## config.mk

```make
export PLATFORM = sky130hd
export DESIGN_NAME = dsp_accum_round_sat_out
export DESIGN_NICKNAME = d
export VERILOG_FILES = /design/src/rtl/dsp_accum_round_sat_out.sv
export SDC_FILE = /design/constraint.sdc
export NUM_CORES = 1
export LEC_CHECK = 0
export ABC_AREA = 0
export CORE_MARGIN = 2
export CORE_UTILIZATION = 55
export CTS_CLUSTER_DIAMETER = 200
export DETAILED_ROUTE_END_ITERATION = 12
export DONT_BUFFER_PORTS = 1
export PLACE_DENSITY_LB_ADDON = 0.05
export SLEW_MARGIN = 20
export SYNTH_ARGS = -nofsm -noshare
export SYNTH_HDL_FRONTEND = slang
export SYNTH_SLANG_ARGS = --single-unit
export TNS_END_PERCENT = 30
```

## constraint.sdc

```tcl
create_clock -name clk -period 6.6 [get_ports clk]
set_input_delay 1.32 -clock clk [delete_from_list [all_inputs] [get_ports clk]]
set_output_delay 1.32 -clock clk [all_outputs]
set_load 0.005 [all_outputs]
```

## src/rtl/dsp_accum_round_sat_out.sv

```systemverilog
// rtl/dsp_accum_round_sat_out.sv - accumulator output stage: round-half-up shift, saturate, 2-stage valid/ready pipe
//
// Purpose:
//   Takes the wide signed accumulator result p_i. It adds half an LSB of the
//   output scale and arithmetically shifts right by SHIFT, which rounds half
//   toward +inf. It then clips to a signed OUT_WIDTH word and presents that
//   word on a stallable valid/ready output.
//
// Ports:
//   clk         rising-edge clock
//   reset       asynchronous active-low reset
//   flush_i     synchronous flush; clears both valids and blocks input
//   p_i         signed accumulator value (IN_WIDTH)
//   p_valid_i   p_i valid
//   p_ready_o   block accepts p_i this cycle
//   y_o         signed rounded/saturated result (OUT_WIDTH)
//   y_valid_o   y_o valid
//   y_ready_i   downstream accepts y_o
//   sat_o       y_o was clipped; qualified by y_valid_o
//   sat_cnt_o   (only with DSP_ACC_SAT_CNT_EN) sticky-at-max count of
//               saturated output transfers
//
// Build option:
//   DSP_ACC_SAT_CNT_EN  adds sat_cnt_o and its counter.

module dsp_accum_round_sat_out #(
    parameter int IN_WIDTH  = 64,
    parameter int OUT_WIDTH = 16,
    parameter int SHIFT     = 8
) (
    input  logic                 clk,
    input  logic                 reset,
    input  logic                 flush_i,
    input  logic [IN_WIDTH-1:0]  p_i,
    input  logic                 p_valid_i,
    output logic                 p_ready_o,
    output logic [OUT_WIDTH-1:0] y_o,
    output logic                 y_valid_o,
    input  logic                 y_ready_i,
    output logic                 sat_o
`ifdef DSP_ACC_SAT_CNT_EN
    ,
    output logic [15:0]          sat_cnt_o
`endif
);

    // Rounding constant: half of the output LSB, or nothing when SHIFT is 0.
    localparam int RND_POS = (SHIFT > 0) ? SHIFT - 1 : 0;
    localparam logic signed [IN_WIDTH:0] ROUND =
        (SHIFT > 0) ? ({{IN_WIDTH{1'b0}}, 1'b1} << RND_POS) : '0;

    // Output word limits, sign-extended to the stage-1 width for comparison.
    localparam logic signed [IN_WIDTH:0] MAX_POS =
        {{(IN_WIDTH + 2 - OUT_WIDTH){1'b0}}, {(OUT_WIDTH - 1){1'b1}}};
    localparam logic signed [IN_WIDTH:0] MIN_NEG =
        {{(IN_WIDTH + 2 - OUT_WIDTH){1'b1}}, {(OUT_WIDTH - 1){1'b0}}};

    // Stage 1: rounded and shifted value. It carries one extra bit so that
    // adding ROUND to the most positive input cannot wrap negative.
    logic                        v1_q, v1_d;
    logic signed [IN_WIDTH:0]    s1_q, s1_d;

    // Stage 2: the output registers.
    logic                        y_valid_q, y_valid_d;
    logic [OUT_WIDTH-1:0]        y_q, y_d;
    logic                        sat_q, sat_d;

    logic                        en1, en2;
    logic                        p_ready;
    logic                        in_xfer;
    logic signed [IN_WIDTH:0]    r;
    logic [OUT_WIDTH-1:0]        y_clip;
    logic                        sat_clip;

    // Advance enables. Stage 2 may load when it is empty or being drained.
    // Stage 1 may load when it is empty or moving into stage 2.
    always_comb begin
        en2     = !y_valid_q || y_ready_i;
        en1     = !v1_q || en2;
        p_ready = en1 && !flush_i;
        in_xfer = p_valid_i && p_ready;
    end

    // Round-half-up: add half an LSB, then take the floor via arithmetic shift.
    always_comb begin
        r    = $signed({p_i[IN_WIDTH-1], p_i}) + ROUND;
        s1_d = r >>> SHIFT;
    end

    // Saturate the stage-1 value into the output word.
    always_comb begin
        y_clip   = s1_q[OUT_WIDTH-1:0];
        sat_clip = 1'b0;
        if (s1_q > MAX_POS) begin
            y_clip   = MAX_POS[OUT_WIDTH-1:0];
            sat_clip = 1'b1;
        end else if (s1_q < MIN_NEG) begin
            y_clip   = MIN_NEG[OUT_WIDTH-1:0];
            sat_clip = 1'b1;
        end
    end

    // Valid next-state: flush clears the valids and overrides any handshake.
    always_comb begin
        v1_d      = v1_q;
        y_valid_d = y_valid_q;
        if (flush_i) begin
            v1_d      = 1'b0;
            y_valid_d = 1'b0;
        end else begin
            if (en1) v1_d      = in_xfer;
            if (en2) y_valid_d = v1_q;
        end
    end

    // Data next-state. Data are held across a flush so that y_o and sat_o
    // only ever change on a real pipeline advance.
    always_comb begin
        y_d   = y_q;
        sat_d = sat_q;
        if (en2 && !flush_i) begin
            y_d   = y_clip;
            sat_d = sat_clip;
        end
    end

    always_ff @(posedge clk or negedge reset) begin
        if (!reset) begin
            v1_q      <= 1'b0;
            y_valid_q <= 1'b0;
            y_q       <= '0;
            sat_q     <= 1'b0;
        end else begin
            v1_q      <= v1_d;
            y_valid_q <= y_valid_d;
            y_q       <= y_d;
            sat_q     <= sat_d;
        end
    end

    // Stage-1 data has no reset value; it is qualified by v1_q.
    always_ff @(posedge clk) begin
        if (en1 && !flush_i) begin
            s1_q <= s1_d;
        end
    end

    assign p_ready_o = p_ready;
    assign y_o       = y_q;
    assign y_valid_o = y_valid_q;
    assign sat_o     = sat_q;

`ifdef DSP_ACC_SAT_CNT_EN
    // Saturated-transfer counter. It sticks at all-ones, and flush clears it
    // even when a count would happen on the same edge.
    logic [15:0] sat_cnt_q, sat_cnt_d;

    always_comb begin
        sat_cnt_d = sat_cnt_q;
        if (flush_i) begin
            sat_cnt_d = '0;
        end else if (y_valid_q && y_ready_i && sat_q && (sat_cnt_q != 16'hFFFF)) begin
            sat_cnt_d = sat_cnt_q + 16'd1;
        end
    end

    always_ff @(posedge clk or negedge reset) begin
        if (!reset) begin
            sat_cnt_q <= '0;
        end else begin
            sat_cnt_q <= sat_cnt_d;
        end
    end

    assign sat_cnt_o = sat_cnt_q;
`endif

endmodule

```

==> results.yml, run 1 <==
worst_hold_path:
  hold_class: "reg2reg"
final_layout:
  antenna_cells: 0
  final_nets: 414
  drive_above_1_share_pct: 8.883
  syn_to_final_growth_pct: 7.303
drt:
  detail_route.vias_per_cell: 5.930
  wire_per_inst_um: 17.53
  antenna_left: 0
  drt_iter0_markers: 135
  vias: 2544
  remaining_drc_errors: 0
  wl_um: 7520
  dr.pass1.iters: 4
outcome:
  run_status: "completed"
global_route:
  grt.total_usage_pct: 20.93
  first_global_vias: 2520
  globalRouteOverflowTotal: 0
  grt_max_degree: 59
  antenna_found_initial: 0
  grt_pass1_wl_um: 12070
timing:
  finalSetupTns_ns: 0
  slew_headroom_pct: 51.17
  slew_viol_final: 0
  min_period_ns: 3.496
  rsz0062_at_grt: "no"
  setup_viol: 0
  whs_ns: 0.5099
  fmax_ghz: 0.2860
  worst_slack_ns: 3.104
  tightest_slew_ns: 0.7324
  fin_skew_ns: 0.006888
  post-route-period-util_pct: 52.97
  finalHoldViolCount: 0
clock_tree:
  clkSlewWorstSetupHoldPaths_ns: 0.08
  htree_levels: 3
  cts_resized: 0
  clk_latency_ns: 0.34
  cts.sinks: 76
  clk_path_buf_depth: 2
  numCtsBuffers: 9
  cts_root_buffer: "clkbuf_8"
  post_cts_buffers: 0
  cts_tree: "done"
  hold_buffers: 0
synth:
  synth_area_leaders: "edfxtp_1 45%, dfrtp_1 13%, xor2_1 7.6%"
  synthAdderAreaFrac_pct: 0.3289
  syn-cell-area_mm2: 0.003804
  ys_types: 32
  synth_top_area_share_pct: 45.00
  synth_top_family_by_area: "simple AND/OR/NAND/NOR gates"
  syn-mean-instance-area_um2: 11.25
  synth.mux.area_fraction_pct: 0.2961
  yosys.area_share.xor_xnor_pct: 12.66
  ys_seq_area_share_pct: 57.50
  synth-compound-area-share_pct: 3.059
  yosys.area_share.simple_pct: 24.54
  synthCells: 338
  ys_ff_latch: 76
  synth_fp_nets: 408
  yosys_warnings: 0
  synth_top_area_cell: "edfxtp_1"
setup_path:
  cpPeakStageDelay_ns: 0.59
  required_ns: 5.28
  crit_path_end_kind: "output pin"
  path_cells: "nor2b_1 > a21oi_4 > buf_4"
  worstPathArrival_ns: 2.18
  start_kind: "input port"
  cp_max_fo: 58
  critPathBufInv: 1
  path_class: "in2out"
  path_delay_family: "buffers and inverters"
  slowest_stage: "buf_4"
floorplanning:
  dieArea_mm2: 0.007597
  dieHeight_um: 87.16
  core_mm2: 0.006756
  rows: 30
  die_width_um: 87.16
  start_util_pct: 56.30
  pin_count: 88
power_and_ir_drop:
  power_density_mw_per_mm2: 231.9
  p_leak_nw: 1.384
  switchingPower_mw: 0.2118
  p_seq_share_pct: 60.5
  power_frac_comb_pct: 5.8
  vdd_ir_drop_max_mv: 0.1201
  internal_power_mw: 0.7346
  clkPwrFrac_pct: 33.8
  netSwitchingFraction_pct: 22.38
placed_design:
  portBuffers: 0
  place_ws_ns: 3.096
  gp_congestion: 0.7878
  dpl.hpwl_um: 5453
run:
  maxCapViolCount: 0
==> through the flow <==
| stage | total power [mW] | cells | utilization, % | area, µm² |
|---|---|---|---|---|
| after detailed placement | 0.6382 | 413 | 57.78 | 3904 |
| after floorplan | 0.6217 | 338 | - | 3804 |
| final | 0.9464 | 429 | 60.41 | 4081 |
| after global placement | 0.6365 | 413 | 57.78 | 3904 |
| after global routing | 0.9898 | 429 | 60.41 | 4081 |
| after CTS | 0.9569 | 429 | 60.41 | 4081 |
==> path summary, 6_finish.rpt <==
path	startpoint	to	slack, ns	cells after the start
max	y_ready_i	p_ready_o	3.10	3
min	s1_q[0]	y_o[0]	0.51	2
max reg2reg	s1_q[17]	y_o[1]	4.66	5
min reg2reg	s1_q[0]	y_o[0]	0.51	2
max in group asynchronous	reset	y_o[12]	5.86	0
min in group asynchronous	reset	y_o[3]	0.66	0
==> layout make-up <==
class                      count  area [µm²]
tap                           80       100.1
sequential                    76        2187
clock buffer                  12       156.4
clock inverter                 4       21.27
inverter                       6       22.52
timing repair buffer           3       22.52
multi-input combinational    248        1572
fill                         563        2675
==> placed cells by master, fill, tap and decap left out <==
master     netlist  layout
clkinv_2         0       3
xor2_1          33      33
clkbuf_16        0       1
inv_1            6       6
or4b_1           1       1
clkbuf_1         5       2
or4_1            2       2
nand2_1         37      37
nor4_1          11      11
nor3_1          17      17
ha_1             1       1
or3_1            2       2
and4_1           7       7
xnor2_1         22      22
nor2_1          33      33
nand4_1         22      22
nand3_1         19      19
nor2b_1          1       1
inv_4            0       1
or4_4            1       1
buf_4            0       3
a21oi_1         18      17
mux2_2           1       1
and2_1           2       2
or3_4            1       1
clkbuf_8         0       9
dfrtp_1         19      19
a21oi_4          0       1
o21a_1           1       1
nor4_2           8       8
edfxtp_1        57      57
o31ai_2          0       1
o41a_1           1       1
nand4_2          1       1
and3_1           5       5
==> synth_stat cells, drive strengths merged <==
cell,number
and3,5
nand3,19
dfrtp,19
a21oi,18
inv,6
nand4,23
nor4,19
and4,7
or4b,1
o31ai,1
o41a,1
edfxtp,57
nor2,33
buf,3
ha,1
and2,2
nor3,17
o21a,1
nand2,37
nor2b,1
clkbuf,5
xor2,33
mux2,1
xnor2,22
or4,3
or3,3
==> state kept, by name, indices dropped and copies added, names as in the netlist <==
signal	count
y_valid_o	1
sat_o	1
v1_q	1
s1_q	57
y_o	16
==> metal layers <==
layer / vias to the layer above / global-route usage (%) / wire [µm]
met5: - / 0 / 0
met2: 70 / 32.13 / 3602
li1: 1258 / - / -
met4: 0 / 8.811 / 59
met1: 1212 / 28.63 / 3336
met3: 4 / 5.024 / 521
==> worst register-to-register path: stages, from the launching register on <==
cell,delay [ns]
edfxtp_1,0.40
nor4_1,0.33
nand4_1,0.17
nor3_1,0.23
o21a_1,0.53
a21oi_1,0.14
==> logic make-up (layout without fill, tap and decap cells) <==
group	after synthesis	in the layout
simple gates	170	170
flops	76	76
compound gates	21	21
mux	1	1
buf+inv	14	25
xor+xnor	55	55
fa+ha+maj	1	1
==> power groups by stage <==
stage | logic, mW | registers [mW] | clock network, mW
after floorplan | 0.0440 | 0.578 | 0
after global placement | 0.0542 | 0.582 | 0
after detailed placement | 0.0552 | 0.583 | 0
after CTS | 0.0555 | 0.573 | 0.329
after global routing | 0.0625 | 0.576 | 0.351
final | 0.0546 | 0.572 | 0.320
No activity file was read; power rests on OpenSTA's default activity.
==> run 2, diff against run 1 <==
ABC_AREA = 1   (was 0)
clock period = 2.95 ns   (was 6.6 ns; I/O delays follow)
==> run 2 against run 1 <==
- sequential cell count unchanged
- power rose to 2.6 times the previous value
- utilization is 1.0 points higher
- clock skew increased by 0.0050 ns
- clock power rose to 3.0 times the previous value
- final area increased by 24%
- final cell count rose by 66%
==> results.yml, run 2 <==
synth:
  synth_edf_count: 57
  synth_fp_nets: 662
  synth_commonest_cells: "214 x nand2_1, 103 x nor2_1, 57 x edfxtp_1, 45 x inv_1, 37 x xor2_1"
  syn-cell-area_mm2: 0.004656
  yosysMostFrequentCell: "nand2_1"
  ys.flop_type: "edfxtp_1"
  ys_ff_latch: 76
  ys_types: 32
  synth_area_leaders: "edfxtp_1 37%, nand2_1 17%, dfrtp_1 10%"
  syn-mean-instance-area_um2: 7.864
  ys_seq_area_share_pct: 46.98
  yosys_warnings: 0
  synth_top_area_cell: "edfxtp_1"
  synthCells: 592
  synth-async-reset-ratio_pct: 25.00
  synth_top_area_share_pct: 36.76
clock_tree:
  post_cts_buffers: 0
  cts.sinks: 76
  clkSlewWorstSetupHoldPaths_ns: 0.08
  cts_tree: "done"
  cts_resized: 0
  htree_levels: 3
  numCtsBuffers: 9
  clk_path_buf_depth: 2
  clk_latency_ns: 0.37
  cts_root_buffer: "clkbuf_8"
timing:
  slew_viol_final: 0
  slew_headroom_pct: 40.98
  finalHoldViolCount: 0
  min_period_ns: 2.000
  fin_skew_ns: 0.01190
  fmax_ghz: 0.4999
  worst_slack_ns: 0.9498
  setup_viol: 0
  finalSetupTns_ns: 0
  rsz0062_at_grt: "no"
  post-route-period-util_pct: 67.80
  tightest_slew_ns: 0.8824
placed_design:
  place_ws_ns: 0.7873
  portBuffers: 0
  place_inst: 697
  dpl.hpwl_um: 10250
  gp_congestion: 0.9272
setup_path:
  cpPeakStageDelay_ns: 0.44
  slowest_stage: "inv_2"
  critPathBufInv: 1
  path_cells: "nand3_1 > nand2_1 > inv_2"
  required_ns: 2.36
  start_kind: "register"
  worstPathArrival_ns: 1.41
  path_class: "reg2out"
  reg2reg_depth: 9
  cp.depth: 3
  cp_max_fo: 26
  crit_path_end_kind: "output pin"
  path_delay_family: "buffers and inverters"
final_layout:
  fillers: 760
  regMostFlops: "s1_q"
  final_cell_mix: "214 x nand2_1, 103 x nor2_1, 57 x edfxtp_1, 44 x inv_1, 37 x xor2_1"
  largest_register_ffs: 57
  final_nets: 674
  multi_input_area_mm2: 0.002251
  register_area_mm2: 0.002187
  syn_to_final_growth_pct: 8.412
  post-route-util_pct: 61.43
  final_cell_count_no_fill: 714
  drive_above_1_share_pct: 8.046
  antenna_cells: 0
  final_common_cell: "nand2_1"
power_and_ir_drop:
  p_leak_nw: 2.035
  power_mw: 2.441
  power_density_mw_per_mm2: 483.6
  vdd_ir_drop_max_mv: 0.3003
global_route:
  globalRouteOverflowTotal: 0
  grt.total_usage_pct: 28.49
  first_global_vias: 3671
  antenna_found_initial: 0
  grt_max_degree: 27
  grt_pass1_wl_um: 18800
floorplanning:
  dieHeight_um: 96.01
  dieArea_mm2: 0.009217
  rows: 33
  start_util_pct: 56.66
  die_width_um: 96.01
  core_mm2: 0.008217
  pin_count: 88
drt:
  drt_iter0_markers: 265
  antenna_left: 0
  detail_route.vias_per_cell: 5.349
  dr.pass1.iters: 5
  wl_um: 12290
  wire_per_inst_um: 17.21
  vias: 3819
  remaining_drc_errors: 0
worst_hold_path:
  min_path_cells: 1
  hold_class: "in2reg"
run:
  maxCapViolCount: 0
outcome:
  run_status: "completed"
## run 2: cell count changes after synthesis, sizes merged, moves of 10 or more
cell   previous run  this run
nand2            37       218
nor2             33       112
inv               6        52
nor4             19         0
a21oi            18         3
nand4            23        13
## run 2: cell families (layout without fill, tap and decap cells)
logic type                 Yosys count  in the layout  share of synthesized area (%)
AOI/OAI and AO/OA                    5              5                         0.5374
DFF                                 76             76                          46.98
xor gates and xnor gates            51             51                          9.594
and+or+nand+nor                    403            403                          37.95
buffers and inverters               56             73                          4.676
adders and majority gates            1              1                         0.2687
## run 2: stage by stage
| stage | cell area, µm² | hold slack [ns] |
|---|---|---|
| after global placement | 4797 | 0.2947 |
| after floorplan | 4656 | 0.2944 |
| after detailed placement | 4797 | 0.2947 |
| final | 5047 | 0.2876 |
| after CTS | 5047 | 0.2784 |
| after global routing | 5047 | 0.2759 |
## run 2: what timing repair did
item | in CTS | in global routing
endpoints found under the hold margin | 19 | 0
setup endpoints to repair | 0 | 0
hold buffers | 1 | 0
## run 2: path summary, 6_finish.rpt
path / slack [ns] / to / from
worst min-delay path: 0.29 / v1_q / flush_i
worst min register to register: 0.51 / y_o[4] / y_o[4]
worst max-delay path: 0.95 / p_ready_o / y_valid_o
max in group asynchronous: 1.61 / y_valid_o / reset
worst max register to register: 1.11 / y_o[10] / s1_q[55]
min in group asynchronous: 0.78 / y_o[7] / reset
## run 2: report_power, final
group / internal, mW / leakage [nW] / switching [mW]
logic: 0.0717 / 1.13 / 0.138
clock network: 0.534 / 0.122 / 0.419
registers: 1.24 / 0.783 / 0.0419
total: 1.84 / 2.03 / 0.599
## run 2: routing by layer
layer	up-vias	GRT usage, %	routed length (µm)
li1	1918	-	-
met1	1764	40.33	5642
met2	115	43.87	5558
met3	22	6.891	886
met4	0	7.500	202
met5	-	0	0
## run 2: area by class of cell
class                   count  share of cell area, %
multi-input cells         460                  44.60
repair buffers              5                 0.7933
inverters                  52                  3.917
well taps                 105                  2.603
flip-flops and latches     76                  43.33
clock inverters             6                  1.810
clock buffers              10                  2.950
==> run 3, diff against run 2 <==
ABC_AREA = 0   (was 1)
clock period = 2 ns   (was 2.95 ns; I/O delays follow)
==> run 3 against run 2 <==
- critical path depth unchanged
- sequential power up 48%
- via count down 30%
- register-to-register slack got worse by 0.97 ns
- final area shrank 16%
- utilization up 1.6 points
- sequential cell count unchanged
- first-iteration DRC count fell by 37%
- clock power is 18% higher
- non-clock buffer count increased by 15
- critical path type unchanged
==> results.yml, run 3 (synthesized netlist as in run 1, its figures left out) <==
outcome:
  run_status: "completed"
timing:
  min_period_ns: 1.874
  tightest_slew_ns: 0.8758
  slew_viol_final: 0
  whs_ns: 0.09990
  finalSetupTns_ns: 0
  worst_slack_ns: 0.1260
  fmax_ghz: 0.5336
  rsz0062_at_grt: "no"
  post-route-period-util_pct: 93.70
  fin_skew_ns: 0.01108
  finalHoldViolCount: 0
  setup_viol: 0
  slew_headroom_pct: 41.42
worst_hold_path:
  min_path_cells: 1
  holdPathEnd: "v1_q"
  hold_class: "in2reg"
  worst_hold_startpoint: "flush_i"
placed_design:
  portBuffers: 0
  placed_area_mm2: 0.004049
  place_inst: 429
  gp_congestion: 0.8014
  place_ws_ns: -0.3294
  dpl.hpwl_um: 5851
floorplanning:
  dieArea_mm2: 0.007597
  die_width_um: 87.16
  core_mm2: 0.006756
  pin_count: 88
  dieHeight_um: 87.16
  start_util_pct: 56.30
  rows: 30
power_and_ir_drop:
  power_density_mw_per_mm2: 753.5
  power_mw: 3.208
  p_leak_nw: 1.483
  vdd_ir_drop_max_mv: 0.3546
setup_path:
  crit_path_end_kind: "output pin"
  required_ns: 1.60
  start_kind: "register"
  path_class: "reg2out"
  reg2reg_slack_ns: 0.14
  r2r_end: "y_o[4]"
  cp_max_fo: 58
  reg2reg_from: "s1_q[24]"
  reg2reg_depth: 6
  worstPathArrival_ns: 1.47
drt:
  antenna_left: 0
  remaining_drc_errors: 0
  drt_iter0_markers: 168
  wl_um: 7937
  wire_per_inst_um: 17.80
  vias: 2678
  detail_route.vias_per_cell: 6.004
  dr.pass1.iters: 4
clock_tree:
  clkSlewWorstSetupHoldPaths_ns: 0.08
  numCtsBuffers: 9
  clk_latency_ns: 0.35
  clk_path_buf_depth: 2
  htree_levels: 3
  cts_tree: "done"
  cts_root_buffer: "clkbuf_8"
  cts.sinks: 76
final_layout:
  final_cell_mix: "57 x edfxtp_1, 37 x nand2_1, 33 x nor2_1, 33 x xor2_1"
  final_cell_count_no_fill: 446
  regMostFlops: "s1_q"
  design_area_mm2: 0.004257
  final_common_cell: "edfxtp_1"
  syn_to_final_growth_pct: 11.91
  drive_above_1_share_pct: 13.39
  antenna_cells: 0
  final_nets: 431
  post-route-util_pct: 63.00
  largest_register_ffs: 57
run:
  maxCapViolCount: 0
global_route:
  first_global_vias: 2542
  globalRouteOverflowTotal: 0
  antenna_found_initial: 0
  grt.total_usage_pct: 21.63
  grt_max_degree: 59
  grt_pass1_wl_um: 12340
==> run 3: critical path, cell delays in order, from the launching register on <==
cell	delay (ns)
dfrtp_1	0.40
nor2b_1	0.20
a21oi_4	0.18
buf_12	0.29
==> run 3: where the power goes <==
part | switching, mW | internal (mW)
clock | 0.562 | 0.555
sequential | 0.0661 | 1.82
combinational | 0.113 | 0.0892
total | 0.741 | 2.47
==> run 3: timing repair <==
action	CTS	global route
endpoints found under the hold margin	19	0
setup buffers	0	0
setup endpoints to repair	0	3
gates resized for setup	0	2
hold buffers	1	0
==> run 3: worst max-delay path by stage <==
stage	startpoint	to	slack, ns	cells past startpoint
floorplan	p_i[29]	s1_q[56]	-0.24	5
global placement	p_i[29]	s1_q[52]	-0.31	5
detailed placement	p_i[29]	s1_q[52]	-0.33	5
CTS	p_i[29]	s1_q[52]	0.05	5
global route	s1_q[24]	y_o[4]	0.02	6
finish	y_valid_o	p_ready_o	0.13	3
==> run 3: cell type report <==
type	instances	area, µm²
clock inverter	4	21.27
clock buffer	12	166.4
timing repair buffer	20	181.4
sequential	76	2187
fill	549	2500
multi-input combinational	248	1578
inverter	6	22.52
tap	80	100.1
==> run 3: routing by layer <==
metal	vias to the layer above	track usage [%]	wire length [µm]
met5	-	0	0
li1	1288	-	-
met4	0	8.811	139
met3	9	4.929	628
met1	1294	29.06	3457
met2	87	34.14	3712
